$ cat src/rtl/irq_pending_latch_pkg.sv
// Shared sizing for the request-capture stage in front of the 8-to-3 priority encoder.
package irq_pkg;

    localparam int N_REQ = 8;
    localparam int IDX_W = $clog2(N_REQ);

    typedef logic [N_REQ-1:0] req_vec_t;

endpackage : irq_pkg

$ cat src/rtl/irq_pending_latch_sync_2ff.sv
// Two-flop synchroniser, one independent chain per bit, async active-low reset to 0.
module sync_2ff #(
    parameter int WIDTH = 1
) (
    input  logic             clk,
    input  logic             rst_n,
    input  logic [WIDTH-1:0] d_i,
    output logic [WIDTH-1:0] q_o
);

    logic [WIDTH-1:0] meta_q;
    logic [WIDTH-1:0] sync_q;

    // Two-stage capture so the second stage sees a settled value.
    always_ff @(posedge clk or negedge rst_n) begin
        if (!rst_n) begin
            meta_q <= '0;
            sync_q <= '0;
        end else begin
            meta_q <= d_i;
            sync_q <= meta_q;
        end
    end

    assign q_o = sync_q;

endmodule : sync_2ff

$ cat src/rtl/irq_pending_latch.sv
// Request-capture stage: rising edges on req become pending bits that hold until
// acknowledged by the encoder's winner index. pend/valid/ovf come straight from flops.
// Build option: define IRQ_SYNC_EN to insert a 2-flop synchroniser on req (two extra
// cycles of capture latency); otherwise req must already be synchronous to clk.
module irq_pending_latch
    import irq_pkg::*;
#(
    parameter int N_REQ = irq_pkg::N_REQ,
    parameter int IDX_W = irq_pkg::IDX_W
) (
    input  logic             clk,
    input  logic             rst_n,
    input  logic [N_REQ-1:0] req,
    input  logic [N_REQ-1:0] mask,
    input  logic             ack,
    input  logic [IDX_W-1:0] ack_idx,
    input  logic             ovf_clr,
    output logic [N_REQ-1:0] pend,
    output logic             valid,
    output logic [N_REQ-1:0] ovf
);

    logic [N_REQ-1:0] req_s;
    logic [N_REQ-1:0] req_q;
    logic [N_REQ-1:0] raw_q, raw_d;
    logic [N_REQ-1:0] ovf_q, ovf_d;
    logic [N_REQ-1:0] pend_q, pend_d;
    logic             valid_q, valid_d;
    logic [N_REQ-1:0] req_rise;
    logic [N_REQ-1:0] ack_hit;
    logic [N_REQ-1:0] ack_clr;

`ifdef IRQ_SYNC_EN
    sync_2ff #(
        .WIDTH (N_REQ)
    ) u_req_sync (
        .clk   (clk),
        .rst_n (rst_n),
        .d_i   (req),
        .q_o   (req_s)
    );
`else
    assign req_s = req;
`endif

    // Edge detect, ack decode and next-state for pending/overflow.
    // An ack only counts when the bit is actually pending and unmasked; a fresh
    // edge on the bit being cleared re-arms it, so no event is lost and no
    // overflow is flagged for it.
    always_comb begin
        req_rise = req_s & ~req_q;
        ack_hit  = '0;
        for (int i = 0; i < N_REQ; i++) begin
            ack_hit[i] = ack && (ack_idx == IDX_W'(i));
        end
        ack_clr = ack_hit & raw_q & mask;
        raw_d   = (raw_q & ~ack_clr) | req_rise;
        ovf_d   = (req_rise & raw_q & ~ack_clr) | (ovf_q & ~{N_REQ{ovf_clr}});
        pend_d  = raw_d & mask;
        valid_d = |pend_d;
    end

    // State and registered outputs; reset clears everything at once.
    always_ff @(posedge clk or negedge rst_n) begin
        if (!rst_n) begin
            req_q   <= '0;
            raw_q   <= '0;
            ovf_q   <= '0;
            pend_q  <= '0;
            valid_q <= 1'b0;
        end else begin
            req_q   <= req_s;
            raw_q   <= raw_d;
            ovf_q   <= ovf_d;
            pend_q  <= pend_d;
            valid_q <= valid_d;
        end
    end

    assign pend  = pend_q;
    assign valid = valid_q;
    assign ovf   = ovf_q;

endmodule : irq_pending_latch

$ cat config.mk
export PLATFORM = sky130hd
export DESIGN_NAME = irq_pending_latch
export DESIGN_NICKNAME = d
export VERILOG_FILES = /design/src/rtl/irq_pending_latch_pkg.sv /design/src/rtl/irq_pending_latch_sync_2ff.sv /design/src/rtl/irq_pending_latch.sv
export SDC_FILE = /design/constraint.sdc
export NUM_CORES = 1
export LEC_CHECK = 0
export CAP_MARGIN = 30
export CELL_PAD_IN_SITES_DETAIL_PLACEMENT = 1
export CELL_PAD_IN_SITES_GLOBAL_PLACEMENT = 1
export CORE_AREA = 2 2 63 65
export CTS_CLUSTER_SIZE = 28
export DETAILED_ROUTE_END_ITERATION = 7
export DIE_AREA = 0 0 65 67
export GPL_TIMING_DRIVEN = 0
export PLACE_DENSITY = 0.88
export SYNTH_ARGS = -nofsm -noshare
export SYNTH_HDL_FRONTEND = slang
export SYNTH_SLANG_ARGS = --single-unit
$ cat constraint.sdc
create_clock -name clk -period 2.5 [get_ports clk]
set_clock_uncertainty 0.2 [all_clocks]
set_input_delay 0.625 -clock clk [delete_from_list [all_inputs] [get_ports clk]]
set_output_delay 0.625 -clock clk [all_outputs]
set_load 0.01 [all_outputs]
Word level (Yosys, flattened, before mapping)
Cells that the tools add are included.
{"block": "op_classes", "reduce_logical": 10, "eq_ne": 7, "bitwise_logic": 13}
{"operator": "8-bit bitwise AND", "count": 8}
{"operator": "8-bit inverter", "count": 3}
{"operator": "8-bit bitwise OR", "count": 2}
{"operator": "3-bit equality test, second input constant", "count": 4}
{"operator": "1-bit logical AND", "count": 8}
{"operator": "8-bit OR reduction", "count": 1}
{"operator": "3-bit by 2-bit equality test with 1-bit output, second input constant", "count": 2}
{"operator": "3-bit by 1-bit equality test with 1-bit output, second input constant", "count": 1}
{"operator": "3-bit logical NOT", "count": 1}
{"block": "word_totals", "reg_bits": 33, "input_bits": 23, "wordCells": 35}

Depth between registers and ports, before layout
Gate-level depths: netlist of run 1.
{"block": "depth", "ltp_word": 9, "ltp_mapped": 4, "depth_no_buf": 4}

Least setup slack after synthesis of run 1
No wires, ideal clock.
{"block": "synth_path", "path_type": "input-to-reg", "startpoint": "input port ack_idx[2]", "endpoint": "register valid_q, in the netlist valid", "setup_slack_ns": 0.882, "setup_time_ns": 0.127, "path_buffers": 0, "arrival_ns": 1.291, "stages": 4, "cell_sequence": "nor4b_2 o22ai_1 nor4_2 nand2_1"}
{"block": "synth_via", "elab_chain_len": 9, "word_cells_on_any_way": 23, "cone_classes": "eq/ne: 7; bitwise: 6; reduce/logical: 10"}
{"item": "from (decl)", "line_no": "irq_pending_latch.sv:16", "text": "input logic [IDX_W-1:0] ack_idx,"}
{"item": "3-bit logical NOT", "line_no": "irq_pending_latch.sv:54", "text": "ack_hit[i] = ack && (ack_idx == IDX_W'(i));"}
{"item": "1-bit logical AND", "line_no": "irq_pending_latch.sv:54"}
{"item": "8-bit bitwise AND (2 in a row)", "line_no": "irq_pending_latch.sv:56", "text": "ack_clr = ack_hit & raw_q & mask;"}
{"item": "8-bit inverter", "line_no": "irq_pending_latch.sv:57", "text": "raw_d = (raw_q & ~ack_clr) | req_rise;"}
{"item": "8-bit bitwise AND", "line_no": "irq_pending_latch.sv:57"}
{"item": "8-bit bitwise OR", "line_no": "irq_pending_latch.sv:57"}
{"item": "8-bit bitwise AND", "line_no": "irq_pending_latch.sv:59", "text": "pend_d = raw_d & mask;"}
{"item": "named net pend_d[0]", "line_no": "irq_pending_latch.sv:27", "text": "logic [N_REQ-1:0] pend_q, pend_d;"}
{"item": "8-bit OR reduction", "line_no": "irq_pending_latch.sv:60", "text": "valid_d = |pend_d;"}
{"item": "named net valid_d", "line_no": "irq_pending_latch.sv:28", "text": "logic valid_q, valid_d;"}
{"item": "to (signal assigned)", "line_no": "irq_pending_latch.sv:76", "text": "valid_q <= valid_d;"}
{"item": "to (decl)", "line_no": "irq_pending_latch.sv:28"}
The timed path passes the listed nets, and every way through them passes these cells.

Worst setup path after layout of run 1
Ends and elaborated chain as after synthesis.

==> flow_summary_export.csv, run 1 <==
group,metric,value,unit
outcome,status,"complete, no violations",
route,postRouteAntennaNets,0,
place,dp_hpwl,2380,um
floorplan,die_h,67,um
floorplan,start_util,0.357,
timing,max_freq,476,MHz
run,drv_cap,0,
route,drt_pass1_iterations,4,
route,drcViolationCount,0,
synthesis,synth.distinct_cells,14,
setup_path,path_class,"input pin to flop",
clocking,h-tree-depth,2,
grt,grt_pass1_wl,5020,um
clocking,cts_buffers,5,
timing,setup_tns,0,ns
synthesis,syn_area,1290,um2
pwr,power.total,1.15,mW
place,place_inst,204,
timing,slew-limit-headroom,0.490,
layout,areaGrowthSynthToFinish,42.0,%
synthesis,ys_seq_area_frac,0.641,
min_path,hp-class,"flop to flop",
synthesis,yosysWarnings,0,
pwr,irDropWorstVdd,421,uV
clocking,cts_buffer_depth,2,
clocking,hold_buffers,0,
timing,hold_viol,0,
timing,layout_min_cycle_time,2.10,ns
timing,rsz0062_at_grt,"false",
synthesis,synth_seq_cells,33,
layout,nets,186,
min_path,hold_start,"raw_q[2]$_DFF_PN0_",
setup_path,startpoint,"ack_idx[2]",
clocking,cts_root_buffer,"clkbuf_8",
synthesis,synth_cells,117,
floorplan,rows,22,
pwr,power_density,627,nW/um2
setup_path,end_kind,"flop",
timing,maxSlewViolCount,0,
grt,track_usage,0.158,
route,vias,1004,
setup_path,cp-start-kind,"input pin",
grt,grt_max_degree,20,
floorplan,die-area,4360,um2
setup_path,r2r_start,"req_q[6]$_DFF_PN0_",
timing,setup_viol,0,
route,drt-vias-per-instance,4.78,
route,wl,2990,um
synthesis,avgSynthCellArea,11.0,um2
timing,worst_pin_slew,0.763,ns
layout,finalNonFillerCells,210,
floorplan,dieWidth,65,um
timing,finalCritPeriodShare,0.841,
clocking,post_cts_buffers,0,
place,gp_congestion,0.747,
route,wire_per_inst,14.2,um
clocking,cts.sinks,33,
grt,antenna_found_initial,0,
floorplan,core-area,3610,um2
layout,diodes,0,
clocking,cts_tree,"done",
setup_path,crit_fanout,8,
layout,drive_gt1_frac,0.0802,
floorplan,ios,40,
grt,grt_overflow_total,0,
clocking,clk_latency,0.27,ns
place,port_buffers,38,
route,dr.first_iter.drc_count,41,
clocking,path_clk_slew,0.06,ns
setup_path,critPathRequiredTime,2.46,ns
setup_path,cp_data_arrival_time,2.06,ns
synthesis,synth.net_count,140,
grt,grt_pass1_vias,1116,
pwr,p_leak,0.831,nW
clocking,cts_resized,0,
## Yosys cell counts
master | count | area [um2]
and4bb_1 | 3 | 37.5
o22ai_2 | 2 | 25.0
o22ai_1 | 14 | 87.6
nand2_1 | 33 | 124
buf_1 | 1 | 3.75
dfrtp_1 | 33 | 826
and4b_1 | 2 | 20.0
and4_2 | 1 | 10.0
nor4_2 | 1 | 12.5
inv_1 | 16 | 60.1
nand2b_1 | 8 | 50.1
nor4b_2 | 1 | 15.0
nor4_1 | 1 | 6.26
and4b_2 | 1 | 11.3
## registers in the layout (all words and copies together) (netlist names)
| register | flops |
|---|---|
| ovf | 8 |
| req_q | 8 |
| raw_q | 8 |
| pend | 8 |
| valid | 1 |
## routing by layer
layer  up-vias  share of wire  GRT usage  wire length, um
met5         -              0          0                0
met4         0          0.015     0.0559               44
met3         5          0.052     0.0490              154
met2        32           0.51      0.287             1530
met1       485           0.42      0.174             1260
li1        482              -          -                -
## worst max-delay path, cell delays in order
cell	delay (ns)
clkdlybuf4s50_1	0.54
nor4b_2	0.41
o22ai_1	0.18
nor4_2	0.24
nand2_1	0.07
## report_power, final
part / leakage [nW] / internal, mW / switching [mW]
Sequential: 0.370 / 0.576 / 0.0179
Clock: 0.0399 / 0.183 / 0.169
Combinational: 0.421 / 0.109 / 0.0923
## final cells by class
cell class / count / area, um2
Multi-Input combinational cell: 67 / 399
Buffer: 1 / 3.75
Tap cell: 48 / 60.1
Fill cell: 392 / 1780
Clock buffer: 5 / 68.8
Sequential cell: 33 / 826
Timing Repair Buffer: 39 / 408
Inverter: 16 / 60.1
Clock inverter: 1 / 5.00
## metrics by stage
stage	instance area, um2	hold WS (ns)	utilization	setup slack (ns)
finish	1830	0.295	0.508	0.397
global placement	1730	0.267	0.480	0.0324
floorplan	1290	0.129	-	0.882
CTS	1830	0.296	0.508	0.372
detailed placement	1760	0.283	0.487	0.0878
global route	1830	0.326	0.508	0.298
## path summary, 6_finish.rpt
kind / slack [ns] / endpoint / depth (start not counted)
max in group asynchronous: 0.95 / req_q[5]$_DFF_PN0_ / 2
worst max-delay path: 0.40 / valid$_DFF_PN0_ / 5
worst max register to register: 1.23 / valid$_DFF_PN0_ / 4
worst min-delay path: 0.29 / raw_q[2]$_DFF_PN0_ / 2
worst min register to register: 0.29 / raw_q[2]$_DFF_PN0_ / 2
min in group asynchronous: 0.60 / pend[4]$_DFF_PN0_ / 1
## cell families (layout without fill, tap and decap cells)
logic type / count (synthesis) / after routing / synth area share
and+or+nand+nor: 51 / 51 / 0.222
DFF: 33 / 33 / 0.641
buffers and inverters: 17 / 62 / 0.0495
AOI/OAI and AO/OA: 16 / 16 / 0.0874
## placed cells by master (no fill, tap or decap)
cell / n
o22ai_1: 14
dfrtp_1: 33
nor4_1: 1
clkinv_2: 1
and4b_2: 1
and4bb_1: 3
clkbuf_8: 5
o22ai_2: 2
buf_16: 1
nand2_1: 33
nor4_2: 1
and4_2: 1
clkdlybuf4s50_1: 38
nor4b_2: 1
nand2b_1: 8
inv_1: 16
buf_1: 1
and4b_1: 2
Note: power is estimated with default switching activity, not from simulation.
==> run 2: changes to the inputs <==
--- a/config.mk
+++ b/config.mk
@@ -8,12 +8,12 @@
 export CAP_MARGIN = 30
 export CELL_PAD_IN_SITES_DETAIL_PLACEMENT = 1
 export CELL_PAD_IN_SITES_GLOBAL_PLACEMENT = 1
-export CORE_AREA = 2 2 63 65
+export CORE_AREA = 2 2 68 70
 export CTS_CLUSTER_SIZE = 28
 export DETAILED_ROUTE_END_ITERATION = 7
-export DIE_AREA = 0 0 65 67
+export DIE_AREA = 0 0 70 72
 export GPL_TIMING_DRIVEN = 0
-export PLACE_DENSITY = 0.88
+export PLACE_DENSITY = 0.81
 export SYNTH_ARGS = -nofsm -noshare
 export SYNTH_HDL_FRONTEND = slang
 export SYNTH_SLANG_ARGS = --single-unit
==> constraint.sdc (replaced) <==
create_clock -name clk -period 1.9 [get_ports clk]
set_clock_uncertainty 0.2 [all_clocks]
set_input_delay 0.475 -clock clk [delete_from_list [all_inputs] [get_ports clk]]
set_output_delay 0.475 -clock clk [all_outputs]
set_load 0.01 [all_outputs]
==> run 2 against run 1 <==
Net effect: total power increased by 50%; via count increased by 1.6%; critical path depth decreased by 4; count of clock-buffer cells in the layout increased by 2; largest power group unchanged; utilization decreased by 7.3 points.
==> flow_summary_export.csv, run 2 (synthesis gave the netlist of run 1 again) <==
group,metric,value,unit
layout,fill_cells,488,
place,dp_hpwl,2510,um
layout,drive_gt1_frac,0.0859,
route,dr.first_iter.drc_count,18,
grt,track_usage,0.144,
clocking,clk_latency,0.28,ns
layout,design_area,1850,um2
pwr,p_leak,0.871,nW
clocking,post_cts_buffers,0,
floorplan,dieWidth,70,um
clocking,cts_root_buffer,"clkbuf_8",
route,wire_per_inst,15.3,um
setup_path,timing.critical_path.cells,"clkdlybuf4s50_1",
outcome,status,"complete, no violations",
route,postRouteAntennaNets,0,
setup_path,cp-start-kind,"flop",
setup_path,rr_worst_depth,4,
layout,nets,185,
timing,worst_pin_slew,0.723,ns
setup_path,reg2reg_to,"valid$_DFF_PN0_",
timing,setup_viol,0,
timing,hold_viol,0,
route,wl,3290,um
route,drcViolationCount,0,
timing,max_freq,540,MHz
clocking,h-tree-depth,2,
pwr,power_density,925,nW/um2
clocking,path_clk_slew,0.07,ns
run,drv_cap,0,
floorplan,die-area,5040,um2
timing,slew-limit-headroom,0.518,
pwr,power.total,1.72,mW
timing,hold_ws,0.0398,ns
layout,diodes,0,
setup_path,r2r_start,"req_q[5]$_DFF_PN0_",
place,port_buffers,38,
setup_path,critPathTopFamily,"buffers and inverters",
setup_path,slowest_delay,0.54,ns
layout,areaGrowthSynthToFinish,43.9,%
clocking,cts.sinks,33,
grt,grt_max_degree,34,
clocking,cts_tree,"done",
setup_path,path_class,"flop to output pin",
clocking,cts_buffers,5,
setup_path,critPathBufInv,1,
route,drt_pass1_iterations,4,
floorplan,die_h,72,um
place,gp_congestion,0.755,
setup_path,end_kind,"output pin",
grt,grt_pass1_vias,1165,
grt,grt_pass1_wl,5510,um
place,placed_area,1730,um2
floorplan,start_util,0.302,
pwr,irDropWorstVdd,493,uV
setup_path,ff2ff_setup_slack,0.58,ns
setup_path,slowest_stage,"clkdlybuf4s50_1",
grt,antenna_found_initial,0,
route,drt-vias-per-instance,4.74,
setup_path,critPathRequiredTime,1.22,ns
grt,grt_overflow_total,0,
min_path,hp-class,"input pin to asynchronous set/reset pin",
layout,final_cell_mix,"nand2_1, dfrtp_1, clkdlybuf4s50_1",
floorplan,core-area,4260,um2
timing,rsz0062_at_grt,"false",
floorplan,ios,40,
timing,layout_min_cycle_time,1.85,ns
setup_path,cp_data_arrival_time,1.18,ns
setup_path,crit_fanout,2,
timing,finalCritPeriodShare,0.975,
floorplan,rows,24,
timing,maxSlewViolCount,0,
route,vias,1020,
clocking,cts_buffer_depth,2,
==> run 2: layout make-up <==
cell class	instances	area [um2]	area share
buffer	1	3.75	0.00202
clock buffer	7	86.3	0.0466
clock inverter	1	30.0	0.0162
inverter	16	60.1	0.0324
multi-input combinational	67	408	0.220
sequential	33	826	0.445
tap	52	65.1	0.0351
timing repair buffer	38	375	0.202
==> run 2: stage by stage <==
step / setup WS, ns / util / std cells / TNS, ns
after global placement: -0.448 / 0.407 / 207 / -15.17
after global routing: 0.00162 / 0.435 / 215 / 0
after CTS: 0.0140 / 0.434 / 215 / 0
after detailed placement: -0.400 / 0.406 / 207 / -1.64
after floorplan: 0.432 / - / 117 / 0
final: 0.0479 / 0.435 / 215 / 0
==> run 2: worst max path at each step <==
stage / startpoint / end / cells after the start
2_1_floorplan: ack_idx[2] / valid$_DFF_PN0_ / 4
3_3_place_gp: rst_n / valid$_DFF_PN0_ / 1
3_5_place_dp: ack_idx[0] / valid$_DFF_PN0_ / 5
4_1_cts: ovf[4]$_DFF_PN0_ / ovf[4] / 1
5_1_grt: ovf[7]$_DFF_PN0_ / ovf[7] / 1
6_report: ovf[5]$_DFF_PN0_ / ovf[5] / 1
==> run 2: routing by layer <==
metal	share of wire	track usage
met5	0	0
met4	0.014	0.0513
met3	0.069	0.0528
met2	0.51	0.254
met1	0.40	0.163
==> run 2: timing repair <==
item | CTS | global route
hold buffers | 0 | 0
setup endpoints to repair | 1 | 2
pin swaps | 0 | 0
resized for setup | 5 | 2
==> run 2: report_power, final <==
part / switching, mW / internal [mW]
Clock: 0.251 / 0.427
Sequential: 0.0234 / 0.758
Combinational: 0.124 / 0.133
==> run 3: changes to the inputs <==
==> constraint.sdc (replaced) <==
create_clock -name clk -period 1.7 [get_ports clk]
set_clock_uncertainty 0.2 [all_clocks]
set_input_delay 0.425 -clock clk [delete_from_list [all_inputs] [get_ports clk]]
set_output_delay 0.425 -clock clk [all_outputs]
set_load 0.01 [all_outputs]
==> run 3 against run 2 <==
Net effect: the flow now finishes with violations (negative hold slack); register-to-register slack got worse by 0.20 ns; via count rose by 0.59%; first-iteration DRC count did not move; largest power group unchanged; total power rose by 10%; sequential share of layout area rose by 0.61 points; combinational power barely moved; final area fell by 1.3%; sequential power rose by 12%; non-clock buffer count rose by 1; setup slack improved by 0.048 ns.
==> flow_summary_export.csv, run 3 (synthesis gave the netlist of run 1 again) <==
group,metric,value,unit
outcome,status,"finished, violations left",
outcome,violations,"negative hold slack",
layout,nets,186,
place,port_buffers,38,
floorplan,dieWidth,70,um
route,drcViolationCount,0,
clocking,cts.sinks,33,
timing,hold_viol,21,
layout,finalNonFillerCells,216,
place,dp_hpwl,2510,um
clocking,clk_latency,0.28,ns
run,drv_cap,0,
route,drt_pass1_iterations,4,
timing,hold_ws,-0.0109,ns
grt,grt_pass1_vias,1162,
place,gp_congestion,0.755,
setup_path,cp_data_arrival_time,0.98,ns
pwr,power_frac_seq,0.462,
clocking,cts_tree,"done",
clocking,cts_buffers,5,
setup_path,end_kind,"output pin",
timing,setup_viol,0,
setup_path,slowest_stage,"dfrtp_1",
timing,setup_tns,0,ns
route,dr.first_iter.drc_count,18,
setup_path,slowest_delay,0.40,ns
layout,areaGrowthSynthToFinish,41.9,%
route,drt-vias-per-instance,4.75,
route,wire_per_inst,15.2,um
setup_path,critPathRequiredTime,1.07,ns
floorplan,die-area,5040,um2
layout,diodes,0,
clocking,path_clk_slew,0.07,ns
setup_path,crit_fanout,2,
route,wl,3280,um
floorplan,start_util,0.302,
setup_path,critPathTopFamily,"flip-flops",
min_path,hp-class,"input pin to asynchronous set/reset pin",
grt,grt_max_degree,34,
setup_path,critPathBufInv,1,
timing,max_freq,623,MHz
floorplan,rows,24,
setup_path,path_class,"flop to output pin",
pwr,irDropWorstVdd,550,uV
timing,rsz0062_at_grt,"false",
clocking,cts_root_buffer,"clkbuf_8",
clocking,cts_buffer_depth,2,
layout,design_area,1830,um2
clocking,h-tree-depth,2,
pwr,p_switching,442,uW
floorplan,die_h,72,um
grt,grt_overflow_total,0,
pwr,power_density,1030,nW/um2
route,postRouteAntennaNets,0,
pwr,power.total,1.89,mW
pwr,sw_frac_of_total,0.234,
pwr,clkPwrFrac,0.401,
timing,maxSlewViolCount,0,
pwr,p_leak,0.878,nW
setup_path,timing.critical_path.cells,"dlygate4sd2_1",
place,placed_area,1730,um2
timing,layout_min_cycle_time,1.60,ns
layout,drive_gt1_frac,0.104,
floorplan,ios,40,
pwr,p_comb_frac,0.137,
route,vias,1026,
grt,grt_pass1_wl,5460,um
setup_path,cp-start-kind,"flop",
timing,slew-limit-headroom,0.520,
pwr,intPower,1.45,mW
layout,final_cell_mix,"nand2_1, dfrtp_1, dlygate4sd2_1",
place,place_inst,207,
timing,finalCritPeriodShare,0.944,
floorplan,core-area,4260,um2
grt,track_usage,0.143,
timing,worst_pin_slew,0.720,ns
grt,antenna_found_initial,0,
run 3: power by group through the flow:
stage	clock [mW]	combinational (mW)	sequential, mW
floorplan	0	0.0850	0.904
global placement	0	0.278	0.886
detailed placement	0	0.293	0.888
CTS	0.776	0.265	0.872
global route	0.818	0.287	0.878
finish	0.757	0.259	0.871
run 3: path summary, 6_finish.rpt:
kind                                         start                  to  slack [ns]  cells past startpoint
worst max-delay path              ovf[4]$_DFF_PN0_              ovf[4]         0.1                      1
worst min-delay path                         rst_n  req_q[5]$_DFF_PN0_       -0.01                      1
worst max register to register  req_q[5]$_DFF_PN0_     valid$_DFF_PN0_        0.38                      4
worst min register to register  raw_q[3]$_DFF_PN0_  raw_q[3]$_DFF_PN0_        0.31                      2
max in group asynchronous                    rst_n  req_q[6]$_DFF_PN0_        0.84                      1
min in group clk                raw_q[3]$_DFF_PN0_  raw_q[3]$_DFF_PN0_        0.31                      2
run 3: final cells by class:
cell class	count	area [um2]
inverters	16	60.1
flip-flops and latches	33	826
fillers	497	2430
well taps	52	65.1
multi-input cells	67	408
clock inverters	1	30.0
plain buffers	1	3.75
clock buffers	7	86.3
repair buffers	39	350
run 3: through the flow:
stage                     worst slack, ns   util
after detailed placement           -0.550  0.406
after global placement             -0.598  0.407
after floorplan                     0.282      -
final                              0.0959  0.429
after global routing              0.00474  0.429
after CTS                          0.0469  0.429
run 3: worst reg2reg max path, cell delays in order, from the launching register on:
cell	delay, ns
dfrtp_1	0.32
nand2b_1	0.16
o22ai_1	0.13
nor4_2	0.31
nand2_1	0.08
run 3: timing repair:
item                                    in CTS  in global routing
hold endpoints to repair                     0                  0
endpoints found under the setup margin      19                  1
hold buffers                                 0                  0
pin swaps                                    0                  2
resized for setup                           22                  5
setup buffers                                0                  1
run 3: routing by layer:
layer  track usage  vias to the layer above  share of wire
li1              -                      484              -
met1         0.161                      503           0.42
met2         0.254                       34           0.51
met3        0.0500                        5          0.061
met4        0.0513                        0          0.014
met5             0                        -              0
